$ cat config.mk
export PLATFORM = sky130hd
export DESIGN_NAME = serial_addsub_unit
export DESIGN_NICKNAME = d
export VERILOG_FILES = /design/src/rtl/serial_addsub_unit_pkg.sv /design/src/rtl/serial_fa_bit.sv /design/src/rtl/serial_addsub_unit.sv
export SDC_FILE = /design/constraint.sdc
export NUM_CORES = 1
export LEC_CHECK = 0
export ABC_AREA = 1
export BUFFER_PORTS_ARGS = -buffer_cell sky130_fd_sc_hd__buf_2
export CAP_MARGIN = 20
export CELL_PAD_IN_SITES_DETAIL_PLACEMENT = 1
export CELL_PAD_IN_SITES_GLOBAL_PLACEMENT = 1
export CORE_ASPECT_RATIO = 1.1
export CORE_MARGIN = 5
export CORE_UTILIZATION = 36
export CTS_CLUSTER_DIAMETER = 120
export DETAILED_ROUTE_END_ITERATION = 10
export PLACE_DENSITY = 0.81
export SYNTH_ARGS = -nofsm -noshare
export SYNTH_HDL_FRONTEND = slang
export SYNTH_SLANG_ARGS = --single-unit
$ cat constraint.sdc
create_clock -name CLK -period 1.7 [get_ports CLK]
set_input_delay 0.085 -clock CLK [delete_from_list [all_inputs] [get_ports CLK]]
set_output_delay 0.085 -clock CLK [all_outputs]
set_load 0.01 [all_outputs]
$ cat src/rtl/serial_addsub_unit_pkg.sv
`default_nettype none
// ============================================================================
// Module   : serial_addsub_unit_pkg
// Purpose  : Shared constants and types for the bit-serial add/subtract unit.
//            Provides the frame geometry, the operand width, the add/subtract
//            phase boundary and the mapping from generator position
//            (CTRL_IN_B) to frame position k.
// Revision : 1.0 - initial release
// ============================================================================
package serial_addsub_unit_pkg;

  localparam int FRAME_LEN      = 8;
  localparam int OP_W           = 4;
  localparam int ADD_PHASE_LAST = 3;

  // Generator position that corresponds to frame position k = 0.
  localparam logic [2:0] POS_FIRST   = 3'd1;
  localparam logic [2:0] K_LAST      = 3'(FRAME_LEN - 1);
  localparam logic [2:0] K_SUB_FIRST = 3'(ADD_PHASE_LAST + 1);

  typedef enum logic [0:0] {
    FR_IDLE   = 1'b0,
    FR_ACTIVE = 1'b1
  } frame_state_t;

  // k = (CTRL_IN_B - 1) mod 8; the 3-bit wrap provides the modulo.
  function automatic logic [2:0] pos_to_k(input logic [2:0] pos);
    return pos - POS_FIRST;
  endfunction

endpackage
`default_nettype wire

$ cat src/rtl/serial_fa_bit.sv
`default_nettype none
// ============================================================================
// Module   : serial_fa_bit
// Purpose  : 1-bit full adder with optional inversion of the B input, shared
//            by the add phase (no inversion) and the subtract phase (B
//            inverted, carry seeded with 1 to form two's complement).
// Ports    : i_a, i_b    - operand bits
//            i_inv_b     - invert i_b before adding
//            i_cin       - carry in
//            o_s, o_cout - sum bit and carry out
// Revision : 1.0 - initial release
// ============================================================================
module serial_fa_bit (
  input  logic i_a,
  input  logic i_b,
  input  logic i_inv_b,
  input  logic i_cin,
  output logic o_s,
  output logic o_cout
);

  logic w_b;

  assign w_b    = i_b ^ i_inv_b;
  assign o_s    = i_a ^ w_b ^ i_cin;
  assign o_cout = (i_a & w_b) | (i_a & i_cin) | (w_b & i_cin);

endmodule
`default_nettype wire

$ cat src/rtl/serial_addsub_unit.sv
`default_nettype none
// ============================================================================
// Module   : serial_addsub_unit
// Purpose  : Bit-serial 4-bit adder/subtractor driven by an external
//            control-signal generator. An 8-cycle frame computes A+B LSB
//            first in positions 0..3 and A-B in positions 4..7 through one
//            shared full adder. Results are published at frame end with a
//            one-cycle RES_VALID pulse. An optional checker flags (sticky)
//            any malformed generator sequence and aborts the frame in flight.
// Ports    : CLK, RST         - clock, synchronous active-high reset
//            CARRY_IN         - carry seed from generator
//            CTRL_IN_A        - 1 = add phase, 0 = subtract phase
//            CTRL_IN_B[2:0]   - frame position 1,2,...,7,0
//            OP_A, OP_B       - operands, OP_VALID offers them
//            OP_READY         - operands accepted this cycle if OP_VALID
//            SUM, DIFF        - A+B, A-B (mod 16)
//            COUT, NBORROW    - add carry-out, subtract carry-out (A>=B)
//            RES_VALID        - one-cycle pulse on result update
//            SEQ_ERR          - sticky control-sequence violation
// Revision : 1.0 - initial release
// ============================================================================
module serial_addsub_unit
  import serial_addsub_unit_pkg::*;
#(
  parameter int CHECK_EN = 1
) (
  input  logic            CLK,
  input  logic            RST,
  input  logic            CARRY_IN,
  input  logic            CTRL_IN_A,
  input  logic [2:0]      CTRL_IN_B,
  input  logic [OP_W-1:0] OP_A,
  input  logic [OP_W-1:0] OP_B,
  input  logic            OP_VALID,
  output logic            OP_READY,
  output logic [OP_W-1:0] SUM,
  output logic [OP_W-1:0] DIFF,
  output logic            COUT,
  output logic            NBORROW,
  output logic            RES_VALID,
  output logic            SEQ_ERR
);

  // --------------------------------------------------------------------------
  // Position decode
  // --------------------------------------------------------------------------
  logic [2:0] w_k;
  logic [1:0] w_bit;
  logic       w_add;
  logic       w_accept;

  assign w_k      = pos_to_k(CTRL_IN_B);
  assign w_bit    = w_k[1:0];
  assign w_add    = (w_k <= 3'(ADD_PHASE_LAST));
  assign OP_READY = (CTRL_IN_B == POS_FIRST) && !RST;
  assign w_accept = OP_VALID & OP_READY;

  // --------------------------------------------------------------------------
  // Sequence checker
  // --------------------------------------------------------------------------
  logic [2:0] r_prev_b;
  logic       r_prev_valid;   // low for the first cycle after reset
  logic       w_inc_bad;
  logic       w_phase_bad;
  logic       w_carry_bad;
  logic       w_viol;

  assign w_inc_bad   = r_prev_valid && (CTRL_IN_B != (r_prev_b + 3'd1));
  assign w_phase_bad = (CTRL_IN_A != w_add);
  assign w_carry_bad = (CARRY_IN != ~CTRL_IN_A);
  assign w_viol      = (CHECK_EN != 0) && (w_inc_bad || w_phase_bad || w_carry_bad);

  // --------------------------------------------------------------------------
  // Frame FSM
  // --------------------------------------------------------------------------
  frame_state_t r_state;
  frame_state_t w_state_nxt;
  logic         w_in_frame;   // this cycle contributes a result bit
  logic         w_complete;   // last bit of an error-free frame

  always_comb begin
    w_state_nxt = r_state;
    w_in_frame  = 1'b0;
    w_complete  = 1'b0;
    if (w_viol) begin
      // A violation kills whatever is in flight, including a same-cycle accept.
      w_state_nxt = FR_IDLE;
    end else if (w_accept) begin
      w_state_nxt = FR_ACTIVE;
      w_in_frame  = 1'b1;
    end else if (r_state == FR_ACTIVE) begin
      w_in_frame = 1'b1;
      if (w_k == K_LAST) begin
        w_complete  = 1'b1;
        w_state_nxt = FR_IDLE;
      end
    end
  end

  // --------------------------------------------------------------------------
  // Shared serial datapath
  // --------------------------------------------------------------------------
  logic [OP_W-1:0] r_a;
  logic [OP_W-1:0] r_b;
  logic            r_carry;
  logic [OP_W-1:0] r_sum_sh;
  logic [OP_W-1:0] r_diff_sh;
  logic            r_add_cout;
  logic            w_fa_a;
  logic            w_fa_b;
  logic            w_fa_cin;
  logic            w_fa_s;
  logic            w_fa_cout;

  // Bit 0 of the add phase comes straight from the ports: operands are
  // only latched at the end of the accept cycle.
  assign w_fa_a   = (w_k == 3'd0) ? OP_A[0] : r_a[w_bit];
  assign w_fa_b   = (w_k == 3'd0) ? OP_B[0] : r_b[w_bit];
  assign w_fa_cin = ((w_k == 3'd0) || (w_k == K_SUB_FIRST)) ? CARRY_IN : r_carry;

  serial_fa_bit u_fa (
    .i_a     (w_fa_a),
    .i_b     (w_fa_b),
    .i_inv_b (~w_add),
    .i_cin   (w_fa_cin),
    .o_s     (w_fa_s),
    .o_cout  (w_fa_cout)
  );

  // --------------------------------------------------------------------------
  // State and result registers
  // --------------------------------------------------------------------------
  logic [OP_W-1:0] r_sum;
  logic [OP_W-1:0] r_diff;
  logic            r_cout;
  logic            r_nborrow;
  logic            r_res_valid;
  logic            r_seq_err;

  always_ff @(posedge CLK) begin
    if (RST) begin
      r_state      <= FR_IDLE;
      r_prev_b     <= 3'd0;
      r_prev_valid <= 1'b0;
      r_seq_err    <= 1'b0;
      r_res_valid  <= 1'b0;
      r_a          <= '0;
      r_b          <= '0;
      r_carry      <= 1'b0;
      r_sum_sh     <= '0;
      r_diff_sh    <= '0;
      r_add_cout   <= 1'b0;
      r_sum        <= '0;
      r_diff       <= '0;
      r_cout       <= 1'b0;
      r_nborrow    <= 1'b0;
    end else begin
      r_state      <= w_state_nxt;
      r_prev_b     <= CTRL_IN_B;
      r_prev_valid <= 1'b1;
      r_seq_err    <= r_seq_err | w_viol;
      r_res_valid  <= w_complete;

      if (w_accept) begin
        r_a <= OP_A;
        r_b <= OP_B;
      end

      if (w_in_frame) begin
        r_carry <= w_fa_cout;
        // LSB-first: new bits enter at the MSB and shift down.
        if (w_add) begin
          r_sum_sh <= {w_fa_s, r_sum_sh[OP_W-1:1]};
          if (w_k == 3'(ADD_PHASE_LAST)) begin
            r_add_cout <= w_fa_cout;
          end
        end else begin
          r_diff_sh <= {w_fa_s, r_diff_sh[OP_W-1:1]};
        end
      end

      if (w_complete) begin
        r_sum     <= r_sum_sh;
        r_cout    <= r_add_cout;
        r_diff    <= {w_fa_s, r_diff_sh[OP_W-1:1]};
        r_nborrow <= w_fa_cout;
      end
    end
  end

  assign SUM       = r_sum;
  assign DIFF      = r_diff;
  assign COUT      = r_cout;
  assign NBORROW   = r_nborrow;
  assign RES_VALID = r_res_valid;
  assign SEQ_ERR   = r_seq_err;

endmodule
`default_nettype wire

# [Word level (Yosys, flattened, before mapping)]
# Index checks and enable logic that the tools add are counted.
[classes] add_sub_neg=2 n_lt_le_gt_ge=2 n_eq_ne=7 mux=18 bitwise=12 reduce_logical=11
[op_table] op="$mux W1" count=16
[op_table] op="$eq A3 B3 Y1 const B" count=2
[op_table] op="$and A1 B1 Y1" count=4
[op_table] op="$bmux W1 S2" count=2
[op_table] op="$reduce_and A2 Y1" count=2
[op_table] op="$add A3 B1 Y3 const B" count=1
[op_table] op="$eq A3 B1 Y1 const B" count=1
[op_table] op="$eq A3 B2 Y1 const B" count=1
[op_table] op="$le A3 B2 Y1 const B" count=1
[op_table] op="$logic_not A3 Y1" count=1
[op_table] op="$logic_or A1 B1 Y1" count=3
[op_table] op="$lt A2 B3 Y1 const B" count=1
[op_table] op="$ne A3 B3 Y1" count=1
[op_table] op="$or A1 B1 Y1" count=3
[op_table] op="$reduce_and A3 Y1" count=1
[op_table] op="$sub A3 B1 Y3 const B" count=1
[op_table] op="$xor A1 B1 Y1" count=3
[op_table] op="$logic_and A1 B1 Y1" count=2
[op_table] op="$ne A1 B1 Y1" count=2
[op_table] op="$not A1 Y1" count=2
[op_table] op="$reduce_or A2 Y1" count=1
[op_table] op="$logic_not A1 Y1" count=1
[totals] regBits=35 inputBits=16 out_inout_bits=13 word_cells=67

# [Longest topological paths before layout]
[depth] ltp_word=8 depth_mapped=12 depth_no_buf=12

# [By module]
# Synthesis repeated with hierarchy kept, for this count alone.
[unflattened] cells_unflattened=232 area_unflattened_um2=1699.1
[by_module_without_submodules] module="serial_addsub_unit" n_inst=1 cells_each=222 area_each_um2=1645.3 seq_area_each_um2=680.7
[by_module_without_submodules] module="serial_fa_bit" n_inst=1 cells_each=10 area_each_um2=53.8 seq_area_each_um2=0.0

# [Worst setup path after synthesis]
# Ideal clock, no wire load.
[synth_timing] path_kind="input port to flip-flop" startpoint="input CTRL_IN_B[1]" endpoint="register r_diff[3] (netlist: DIFF[3])" setup_ns=0.132 arrival_time_ns=1.707 required_time_ns=1.568 setup_slack_ns=-0.139 stages=12 n_path_buf=0 cell_sequence="inv_1 ha_1 inv_1 a21oi_1 o21ai_0 nand2_1 nand2_1 o21ai_0 xor2_1 fa_1 nand4_1 a21oi_1"
[synth_between] elab_chain_cells=7 word_cells_on_any_way=29 cone_classes="1 x add/sub; 1 x order compare; 5 x eq/ne; 11 x mux; 5 x bitwise; 6 x reduce/logical"
[synth_lines] element="start, declared" line_no="serial_addsub_unit.sv:31" text="input logic [2:0] CTRL_IN_B,"
[synth_lines] element="$sub A3 B1 Y3 (*)" line_no="serial_addsub_unit_pkg.sv:28" text="return pos - POS_FIRST;"
[synth_lines] element="$bmux W1 S2" line_no="serial_addsub_unit.sv:118" text="assign w_fa_b = (w_k == 3'd0) ? OP_B[0] : r_b[w_bit];"
[synth_lines] element="$mux W1 (not written as such)" line_no="serial_addsub_unit.sv:118"
[synth_lines] element="$mux W1" line_no="serial_addsub_unit.sv:118"
[synth_lines] element="$xor A1 B1 Y1" line_no="serial_fa_bit.sv:24" text="assign w_b = i_b ^ i_inv_b;"
[synth_lines] element="$xor A1 B1 Y1" line_no="serial_fa_bit.sv:25" text="assign o_s = i_a ^ w_b ^ i_cin;"
[synth_lines] element="$xor A1 B1 Y1 (*)" line_no="serial_fa_bit.sv:25"
[synth_lines] element="via u_fa.o_s" line_no="serial_fa_bit.sv:18" text="output logic o_s,"
[synth_lines] element="end signal, assigned" line_no="serial_addsub_unit.sv:185" text="r_diff <= {w_fa_s, r_diff_sh[OP_W-1:1]};"
[synth_lines] element="end, declared" line_no="serial_addsub_unit.sv:134" text="logic [OP_W-1:0] r_diff;"
# The timed path passes the listed nets; every way through them passes the cells marked *. The select of a mux whose other input is x is not followed.
# A chain may end at the register's enable or synchronous reset.

# [Worst setup path in the final report]
[layout_timing] startpoint="input CTRL_IN_B[1]" endpoint="register r_diff_sh[3]"
[layout_between] elab_chain_cells=7 word_cells_on_any_way=27 cone_classes="1 x add/sub; 1 x order compare; 4 x eq/ne; 9 x mux; 5 x bitwise; 7 x reduce/logical"
[layout_lines] element="$sub A3 B1 Y3 (*)" line_no="serial_addsub_unit_pkg.sv:28"
[layout_lines] element="$bmux W1 S2" line_no="serial_addsub_unit.sv:118"
[layout_lines] element="$mux W1 (not written as such)" line_no="serial_addsub_unit.sv:118"
[layout_lines] element="$mux W1" line_no="serial_addsub_unit.sv:118"
[layout_lines] element="$xor A1 B1 Y1" line_no="serial_fa_bit.sv:24"
[layout_lines] element="$xor A1 B1 Y1" line_no="serial_fa_bit.sv:25"
[layout_lines] element="$xor A1 B1 Y1 (*)" line_no="serial_fa_bit.sv:25"
[layout_lines] element="via u_fa.o_s" line_no="serial_fa_bit.sv:18"
[layout_lines] element="end signal, assigned" line_no="serial_addsub_unit.sv:178" text="r_diff_sh <= {w_fa_s, r_diff_sh[OP_W-1:1]};"
[layout_lines] element="end, declared" line_no="serial_addsub_unit.sv:107" text="logic [OP_W-1:0] r_diff_sh;"
# Marked as above.

==> impl.org <==
** Global routing
- Pin count of the biggest net entering global routing :: 19
- Global routing usage summed across all routing layers :: 15.6%
- The first global-routing pass estimated 7240 um of wire.
- Global routing finished with a remaining overflow of 0.
- The number of antenna violations at the first check in global routing was 0.
- Via count of the first global-routing pass :: 1593

** Finish
- The sequential cells in the finished layout cover a total of 688 um2.
- Measured on the finished design, the core utilization comes to 48.7%.
- Layout net count :: 299
- Antenna diode count :: 0
- Number of cells in the finished layout apart from fillers :: 334
- The post-route netlist has 38.8% of its cells at a drive strength greater than 1.
- From synthesis to final layout, the design area changed by 33.5%.
- Area of the multi-input gates :: 912 um2
- The filler cells instantiated in the layout total 579.
- Summing all non-filler instances in the final layout gives an area of 0.00223 mm2.

** Timing
- Final critical-path share of the clock period :: 114%
- Setup violations remaining at the end of the flow were counted as 3.
- Setup slack on the critical path of the routed design comes to -0.242 ns.
- Final Max Tran Viols :: 0
- Accumulated negative setup slack :: -0.588 ns
- Worst-case clock skew :: 0.00683 ns
- The worst pin sits at a relative slew slack of 80.4%.
- Final period demand of the worst path :: 1.94 ns
- Static timing analysis puts the maximum clock frequency at 0.515 GHz.
- At the pin with the least slew margin, the transition time is 0.293 ns.
- Fin Hold WS :: 0.0583 ns
- Setup repair after global routing could not meet its margin everywhere.
- Hold Fails Final Rpt :: 0

** Detailed routing
- Drt first pass iters :: 4
- Once detail routing completed, the nets flagged for antenna violations numbered 0.
- After detailed routing, the number of vias per cell comes to 5.00.
- After detailed routing, the number of remaining DRC violations is 0.
- Final Routed Wirelength :: 5070 um
- Post-detailed-route wirelength per cell :: 15.2 um
- Iteration-0 DRC Markers :: 87
- Total via count in the routed design :: 1669

** Status
- The final reports fail on negative setup slack.
- The flow ran to the end, but the final reports show violations.

** Clock tree
- Clock tree from TritonCTS :: built
- TritonCTS buffer count :: 5
- Clock tree synthesis selected as its root buffer the cell sky130_fd_sc_hd__clkbuf_8.
- Clock latency at the later pin of the worst-skew pair :: 0.29 ns
- Clock net sink count :: 34
- Depth of the CTS H-tree :: 2
- Clock-pin slew was measured on the worst setup and hold paths at 0.08 ns.
- For this design, the CTS-stage hold fixing added 0 buffers.
- Maximum clock insertion buffer count :: 2

** Worst setup path
- Top fanout value on the critical path :: 4
- The worst setup path is captured at a flop.
- Startpoint-to-endpoint class of the critical path :: in2reg
- At the worst endpoint, the required time is 1.88 ns.
- Worst setup SP type :: input pin
- Critical path arrival :: 2.13 ns

** Floorplan
- Area of the placeable core :: 0.00459 mm2
- Boundary Pins :: 29
- In this run the core area contains 26 standard-cell rows.
- Floorplan die width :: 75.0 um
- Die H :: 81.5 um
- The die covers 0.00611 mm2.
- The initial utilization of the core area, before any placement, comes to 36.4%.

** Yosys
- The mapped netlist covers 0.00167 mm2.
- Sequential share of the synthesized area :: 40.7%
- For this run, the number of Yosys warnings is 0.
- Count of unique library cells instantiated by Yosys :: 26
- Synthesized area divided by synthesized cell count :: 7.46 um2
- Number of cells produced by synthesis :: 224
- Synthesis produced a netlist with a net count of 246.
- Synthesis inferred 34 register bits.

** Placement
- After legalization and detailed placement, the total HPWL measured 3260 um.
- The congestion estimate from routability-driven global placement came to 0.798.
- Place WS :: -0.327 ns
- The count of buffers added on input and output ports is 28.
- Placement Cell Area :: 0.00199 mm2
- Including well taps, the total number of placed cells is 319.

** Power and ir drop
- The internal portion of the total power is 1.37 mW.
- Combinational Power Share :: 16.4%
- Summed over all cells, the static leakage comes to 1.04 nW.
- Of the total power, the clock network draws 39.8%.
- NetSw :: 492 uW
- Across the VDD grid, the largest voltage drop is 0.306 mV.
- Net switching is 26.5% of the power.
- Total power for the finished layout comes to 1.86 mW.
- Flop pwr share :: 43.8%
- PwrDens :: 833 mW/mm2

** Min path
- The worst hold path belongs to the class in2reg.

** Run
- Number of violations of the max-capacitance limit :: 0
==> power by group through the flow <==
stage,clock [mW],sequential (mW),combinational (mW)
floorplan,0,0.830,0.150
global placement,0,0.830,0.238
detailed placement,0,0.831,0.248
CTS,0.760,0.812,0.259
global route,0.783,0.815,0.329
finish,0.740,0.814,0.306
==> metal layers <==
layer	track usage, %	vias to the layer above	wire length, um
met5	0	-	0
met4	5.16	0	141
met3	2.94	12	186
met2	27.2	41	2570
met1	18.9	786	2170
li1	-	830	-
==> cell families (layout without fill, tap and decap cells) <==
family          count (synthesis)  count (layout)  share of synthesized area (%)
flops                          34              34                           40.7
xor+xnor                        1               1                          0.524
compound gates                 35              35                           10.6
simple gates                  112             113                           33.4
buf+inv                        36              89                           9.88
fa+ha+maj                       6               6                           4.94
==> final cells by class <==
cell class | count | area share, %
multi-input cells | 155 | 40.9
flip-flops and latches | 34 | 30.8
repair buffers | 53 | 15.3
inverters | 28 | 4.99
well taps | 56 | 3.14
clock buffers | 5 | 3.08
clock inverters | 3 | 1.79
==> cells in the mapped netlist (all sizes together) <==
cell	instances	area (um2)
ha	5	62.6
a21oi	23	115
nand3b	1	11.3
o21ai	11	55.1
fa	1	20.0
dfxtp	34	681
xor2	1	8.76
clkbuf	2	7.51
nand4	13	103
buf	6	50.0
a31oi	1	6.26
nand2	60	260
inv	28	108
nand3	9	60.1
nor2	29	124
==> sequential cells by signal (all words and copies together), names as in the netlist <==
signal and cells:
DIFF 4, SUM 4, r_a 4, r_b 4, r_sum_sh 4, r_diff_sh 3
r_prev_b 3, COUT 1, NBORROW 1, RES_VALID 1, SEQ_ERR 1, r_add_cout 1
r_carry 1, r_prev_valid 1, r_state 1
==> critical path, cell delays in order <==
cell and delay, ns:
sky130_fd_sc_hd__buf_4 0.10, sky130_fd_sc_hd__clkinvlp_4 0.12, sky130_fd_sc_hd__ha_4 0.31, sky130_fd_sc_hd__inv_2 0.06
sky130_fd_sc_hd__a21oi_2 0.14, sky130_fd_sc_hd__o21ai_2 0.08, sky130_fd_sc_hd__nand2_1 0.11, sky130_fd_sc_hd__nand2_1 0.07
sky130_fd_sc_hd__o21ai_2 0.06, sky130_fd_sc_hd__xor2_1 0.24, sky130_fd_sc_hd__fa_2 0.49, sky130_fd_sc_hd__nor2_1 0.17
sky130_fd_sc_hd__nor2_1 0.08
==> layout by cell type, fill, tap and decap left out, types with 2 or more instances in the layout <==
master / instances
sky130_fd_sc_hd__inv_2: 6
sky130_fd_sc_hd__nand2_1: 47
sky130_fd_sc_hd__dfxtp_2: 3
sky130_fd_sc_hd__nand2_2: 10
sky130_fd_sc_hd__ha_1: 2
sky130_fd_sc_hd__inv_1: 20
sky130_fd_sc_hd__a21oi_1: 19
sky130_fd_sc_hd__nand3_1: 6
sky130_fd_sc_hd__a21oi_2: 4
sky130_fd_sc_hd__o21ai_0: 8
sky130_fd_sc_hd__nand3_2: 3
sky130_fd_sc_hd__buf_4: 23
sky130_fd_sc_hd__nor2_2: 3
sky130_fd_sc_hd__buf_2: 27
sky130_fd_sc_hd__nand2_4: 3
sky130_fd_sc_hd__nor2_1: 25
sky130_fd_sc_hd__clkbuf_8: 5
sky130_fd_sc_hd__dfxtp_1: 30
sky130_fd_sc_hd__ha_4: 2
sky130_fd_sc_hd__buf_6: 3
sky130_fd_sc_hd__clkinv_2: 2
sky130_fd_sc_hd__nand4_1: 11
sky130_fd_sc_hd__o21ai_2: 3
==> final timing paths <==
| path | slack (ns) | start | endpoint | cells past startpoint |
|---|---|---|---|---|
| hold reg to reg | 0.46 | SUM[1] | SUM[1] | 2 |
| setup reg to reg | -0.21 | r_b[0] | r_diff_sh[3] | 9 |
| hold / removal | 0.06 | OP_A[3] | r_a[3] | 3 |
| setup / recovery | -0.24 | CTRL_IN_B[1] | r_diff_sh[3] | 13 |
==> timing repair <==
item / CTS / global route
pin swaps: 1 / 18
cloned: 0 / 2
gates resized for setup: 8 / 21
buffers inserted: 1 / 4
endpoints found under the hold margin: 0 / 0
setup endpoints to repair: 4 / 19
(Power assumes the default switching activity.)
